[config.mk]
export PLATFORM = sky130hd
export DESIGN_NAME = cxd_input_fifo
export DESIGN_NICKNAME = d
export VERILOG_FILES = /design/src/rtl/cxd_input_fifo.sv
export SDC_FILE = /design/constraint.sdc
export NUM_CORES = 1
export LEC_CHECK = 0
export ABC_CLOCK_PERIOD_IN_PS = 2200
export CAP_MARGIN = 10
export CORE_UTILIZATION = 51
export CTS_CLUSTER_SIZE = 24
export DETAILED_ROUTE_END_ITERATION = 8
export GPL_TIMING_DRIVEN = 0
export PLACE_DENSITY = 0.87
export SKIP_CTS_REPAIR_TIMING = 1
export SLEW_MARGIN = 10
export SYNTH_ARGS = -nofsm -noshare
export SYNTH_HDL_FRONTEND = slang
export SYNTH_SLANG_ARGS = --single-unit
[constraint.sdc]
create_clock -name clk -period 2.2 [get_ports clk]
set_input_delay 0.22 -clock clk [delete_from_list [all_inputs] [get_ports clk]]
set_output_delay 0.22 -clock clk [all_outputs]
set_load 0.005 [all_outputs]
[src/rtl/cxd_input_fifo.sv]
// (CX,D) input buffer for the MQ coder: DEPTH-entry circular store, 1-cycle push-to-output latency, flush ordered after stored symbols.
// Backpressure: in_ready drops when full or while a flush waits for the drain; the head is held stable until out_ready.
module cxd_input_fifo #(
  parameter int CX_W  = 5,
  parameter int DEPTH = 4,
  parameter int LVL_W = $clog2(DEPTH) + 1
) (
  input  logic             clk,
  input  logic             rst,
  input  logic             flush,
  input  logic             in_valid,
  output logic             in_ready,
  input  logic [CX_W-1:0]  CXIn,
  input  logic             DIn,
  output logic             out_valid,
  input  logic             out_ready,
  output logic [CX_W-1:0]  CXOut,
  output logic             DOut,
  output logic             flush_forward,
  output logic             rst_forward,
  output logic [LVL_W-1:0] level
);
  localparam int PTR_W = $clog2(DEPTH);
  localparam logic [LVL_W-1:0] FULL_LVL = LVL_W'(DEPTH);

  typedef struct packed {
    logic [CX_W-1:0] cx;
    logic            d;
  } sym_t;

  sym_t             mem [DEPTH];
  sym_t             head;
  logic [PTR_W-1:0] wp;
  logic [PTR_W-1:0] rp;
  logic [LVL_W-1:0] count;
  logic             flush_pending;
  logic             push;
  logic             pop;
  logic             flush_fire;

  // No pass-through when full: in_ready ignores out_ready.
  assign in_ready   = (count < FULL_LVL) && !flush_pending;
  assign out_valid  = (count != '0);
  assign push       = in_valid && in_ready;
  assign pop        = out_valid && out_ready;
  assign flush_fire = flush_pending && (count == '0);

  assign head  = mem[rp];
  assign CXOut = head.cx;
  assign DOut  = head.d;
  assign level = count;

  always_ff @(posedge clk) begin
    if (push) begin
      mem[wp] <= {CXIn, DIn};
    end
  end

  always_ff @(posedge clk or posedge rst) begin
    if (rst) begin
      wp    <= '0;
      rp    <= '0;
      count <= '0;
    end else begin
      if (push) begin
        wp <= wp + PTR_W'(1);
      end
      if (pop) begin
        rp <= rp + PTR_W'(1);
      end
      case ({push, pop})
        2'b10:   count <= count + LVL_W'(1);
        2'b01:   count <= count - LVL_W'(1);
        default: count <= count;
      endcase
    end
  end

  // A flush landing on the completion edge is kept pending so it yields its own pulse.
  always_ff @(posedge clk or posedge rst) begin
    if (rst) begin
      flush_pending <= 1'b0;
      flush_forward <= 1'b0;
    end else begin
      flush_pending <= flush || (flush_pending && !flush_fire);
      flush_forward <= flush_fire;
    end
  end

  always_ff @(posedge clk or posedge rst) begin
    if (rst) begin
      rst_forward <= 1'b1;
    end else begin
      rst_forward <= 1'b0;
    end
  end

endmodule

==> summary.md, run 1 <==
| Metric | Value |
|---|---|
| Synthesized Nets | `95` |
| Startpoint Class | `register` |
| Vias in the first global route | `665` |
| Critical path type | `reg -> out` |
| Sum of negative setup slack | `0 ps` |
| Clock power share | `0.165` |
| Clock sink total | `34` |
| Outcome | `finished clean` |
| Htree depth | `2` |
| Register area share after synthesis | `0.7032` |
| Total grt overflow | `0` |
| # setup viols final | `0` |
| P_leak | `0.6582 nW` |
| Layout Skew | `~9.8 ps` |
| Syn Area/Cell | `17.73 µm²` |
| First-pass GRT wire length | `3.111 mm` |
| Max Fclk | `0.4852 GHz` |
| Die area | `2923 µm²` |
| Die W | `54.07 µm` |
| Synthesis Warnings | `0` |
| Synthesized area | `1383 µm²` |
| Logic pwr share | `0.379` |
| Routed WL per cell | `14.10 µm` |
| Starting Density | `0.5481` |
| Sequential share of power | `0.457` |
| CTS tree | `done` |
| Cell area after placement | `1650 µm²` |
| CTS buffer count | `5` |
| Via count | `around 700` |
| Unrepaired setup endpoints after global routing | `false` |
| Total GRT Usage | `0.1661` |
| Final Max Tran Viols | `0` |
| Max rail drop VDD | `0.8299 mV` |
| Pwr/cell area | `about 1100 nW/µm²` |
| Final Cell Area | `1702 µm²` |
| Switching share of power | `0.2774` |
| Setup crit end kind | `output pin` |
| Die Y | `~54 µm` |
| Ports | `24` |
| CP arrival | `1840 ps` |
| Max-Cap Viols | `0` |
| CORE AREA | `2522 µm²` |
| Worst-path clk slew | `90 ps` |
| Placer Congestion | `0.6929` |
| Drc violations | `0` |
| Pre-antenna DRT Iters | `4` |
| Post-synth top flop | `edfxtp_1` |
| Sw Pwr | `512.0 µW` |
| Final #Nets | `around 130` |
| Async SR Flop Fraction | `0.2941` |
| Post-synthesis cell count | `roughly 80` |
| Longest Clk Path Bufs | `2` |
| Vias per inst | `5.000` |
| Fraction of layout cells with a size suffix above 1 | `0.1560` |
| Iter 0 DRT Violations | `2` |
| Final hold viol count | `0` |
| Fin crit share | `0.9369` |
| EDFF count, synth | `24` |
| Clk_lat worst skew | `roughly 310 ps` |
| Crit-path max FO | `8` |
| Power, Total | `1.846 mW` |
| Int Pwr | `1.334 mW` |
| Diode count | `0` |
| Fin crit period | `2061 ps` |
| Required @ worst endpoint | `1980 ps` |
| Synth-to-layout area growth | `23.08%` |
| #FFs+latches synth | `34` |
| Initial antenna violation count | `0` |
| Largest net degree at the start of global routing | `11` |
| Rows | `18` |
| Port bufs | `23` |
| Total wire length | `1.960 mm` |
| Type of the most critical hold path | `in -> async` |
| ANT nets after route | `0` |
| Synth cell types | `21` |
| Root buffer cell | `clkbuf_4` |
power groups by stage:
| stage | registers (mW) | clock network [mW] | logic, mW |
|---|---|---|---|
| 3_5_place_dp | 0.857 | 0 | 0.699 |
| 2_1_floorplan | 0.850 | 0 | 0.400 |
| 3_3_place_gp | 0.851 | 0 | 0.679 |
| 5_1_grt | 0.858 | 0.342 | 0.772 |
| 4_1_cts | 0.843 | 0.312 | 0.703 |
| 6_report | 0.843 | 0.304 | 0.699 |
cells in the mapped netlist, types with 2 or more instances:
cell | count | area share
xor2_1 | 3 | 0.019
inv_1 | 8 | 0.022
xnor2_1 | 3 | 0.019
nor2_1 | 3 | 0.0081
dfrtp_1 | 9 | 0.16
edfxtp_1 | 24 | 0.52
and3_1 | 4 | 0.018
mux4_2 | 6 | 0.098
ha_1 | 5 | 0.045
buf_2 | 2 | 0.0072
final cells by class:
cell class | instances | area, µm²
buffer | 3 | 16.27
multi-input combinational | 33 | 366.6
timing repair buffer | 23 | 230.2
tap | 30 | 37.54
sequential | 34 | 972.2
clock buffer | 8 | 48.80
fill | 179 | 820.8
inverter | 8 | 30.03
cell families (layout without fill, tap and decap cells):
kind of cell / count (synthesis) / count (layout) / synth area share
xor+xnor: 6 / 6 / 0.03802
simple gates: 11 / 11 / 0.04525
fa+ha+maj: 6 / 6 / 0.05973
buf+inv: 11 / 42 / 0.03167
mux: 8 / 8 / 0.1131
other cells: 1 / 1 / 0.002712
flops: 34 / 34 / 0.7032
compound gates: 1 / 1 / 0.006336
critical path, stage by stage (launching register included):
cell and delay, ps:
dfrtp_1 330, clkbuf_4 220, mux4_2 520, clkdlybuf4s50_1 450
per-stage QoR:
step / hold WS, ps / worst slack [ps] / std cells / util
finish: 190.5 / 138.8 / 139 / 0.6746
global route: 213.1 / 9.929 / 139 / 0.6746
CTS: 200.2 / 58.37 / 139 / 0.6736
detailed placement: 499.8 / 144.5 / 131 / 0.6543
global placement: 500.4 / 207.7 / 131 / 0.6543
floorplan: 59.46 / 275.0 / 78 / -
cell usage in the layout, fill, tap and decap left out:
| cell | count |
|---|---|
| dfrtp_1 | 9 |
| mux2i_1 | 1 |
| or3_1 | 1 |
| mux2_2 | 1 |
| dfstp_2 | 1 |
| a21o_2 | 1 |
| and2_4 | 1 |
| clkbuf_4 | 6 |
| buf_2 | 1 |
| ha_1 | 5 |
| inv_1 | 8 |
| and3_1 | 4 |
| xnor2_1 | 3 |
| buf_1 | 1 |
| fa_1 | 1 |
| conb_1 | 1 |
| clkbuf_1 | 3 |
| xor2_1 | 3 |
| clkdlybuf4s50_1 | 23 |
| nand3_1 | 1 |
| nor2_1 | 3 |
| and2_1 | 1 |
| mux4_2 | 6 |
| edfxtp_1 | 24 |
routing by layer:
layer | GRT usage | share of wire | vias up
met1 | 0.2011 | 0.42 | 344
met3 | 0.06780 | 0.030 | 2
met2 | 0.2593 | 0.54 | 11
met4 | 0.07692 | 0.010 | 0
li1 | - | - | 338
met5 | 0 | 0 | -
registers in the layout (all words and copies together), names as in the netlist:
register       flops
rp                 2
wp                 2
flush_pending      1
mem               24
rst_forward        1
level              3
flush_forward      1
final timing paths:
path,startpoint,endpoint,slack (ps),depth (start not counted)
worst max-delay path,rp[0]$_DFFE_PP0P_,CXOut[3],140,3
worst min-delay path,rst,level[2]$_DFFE_PP0P_,190,2
worst max register to register,level[2]$_DFFE_PP0P_,level[2]$_DFFE_PP0P_,190,9
worst min register to register,flush_pending$_DFF_PP0_,flush_pending$_DFF_PP0_,520,1
max in group asynchronous,rst,rst_forward$_DFF_PP1_,1700,2
min in group clk,flush,flush_pending$_DFF_PP0_,480,2
Note: power is estimated with default switching activity, not from simulation.
==> run 2, diff against run 1 <==
--- a/config.mk
+++ b/config.mk
@@ -8,6 +8,7 @@
 export ABC_CLOCK_PERIOD_IN_PS = 2200
 export CAP_MARGIN = 10
 export CORE_UTILIZATION = 51
+export CTS_CLUSTER_DIAMETER = 120
 export CTS_CLUSTER_SIZE = 24
 export DETAILED_ROUTE_END_ITERATION = 8
 export GPL_TIMING_DRIVEN = 0
==> results of run 2 <==
Same layout as run 1: the final DEF is identical, and so are final timing and power.
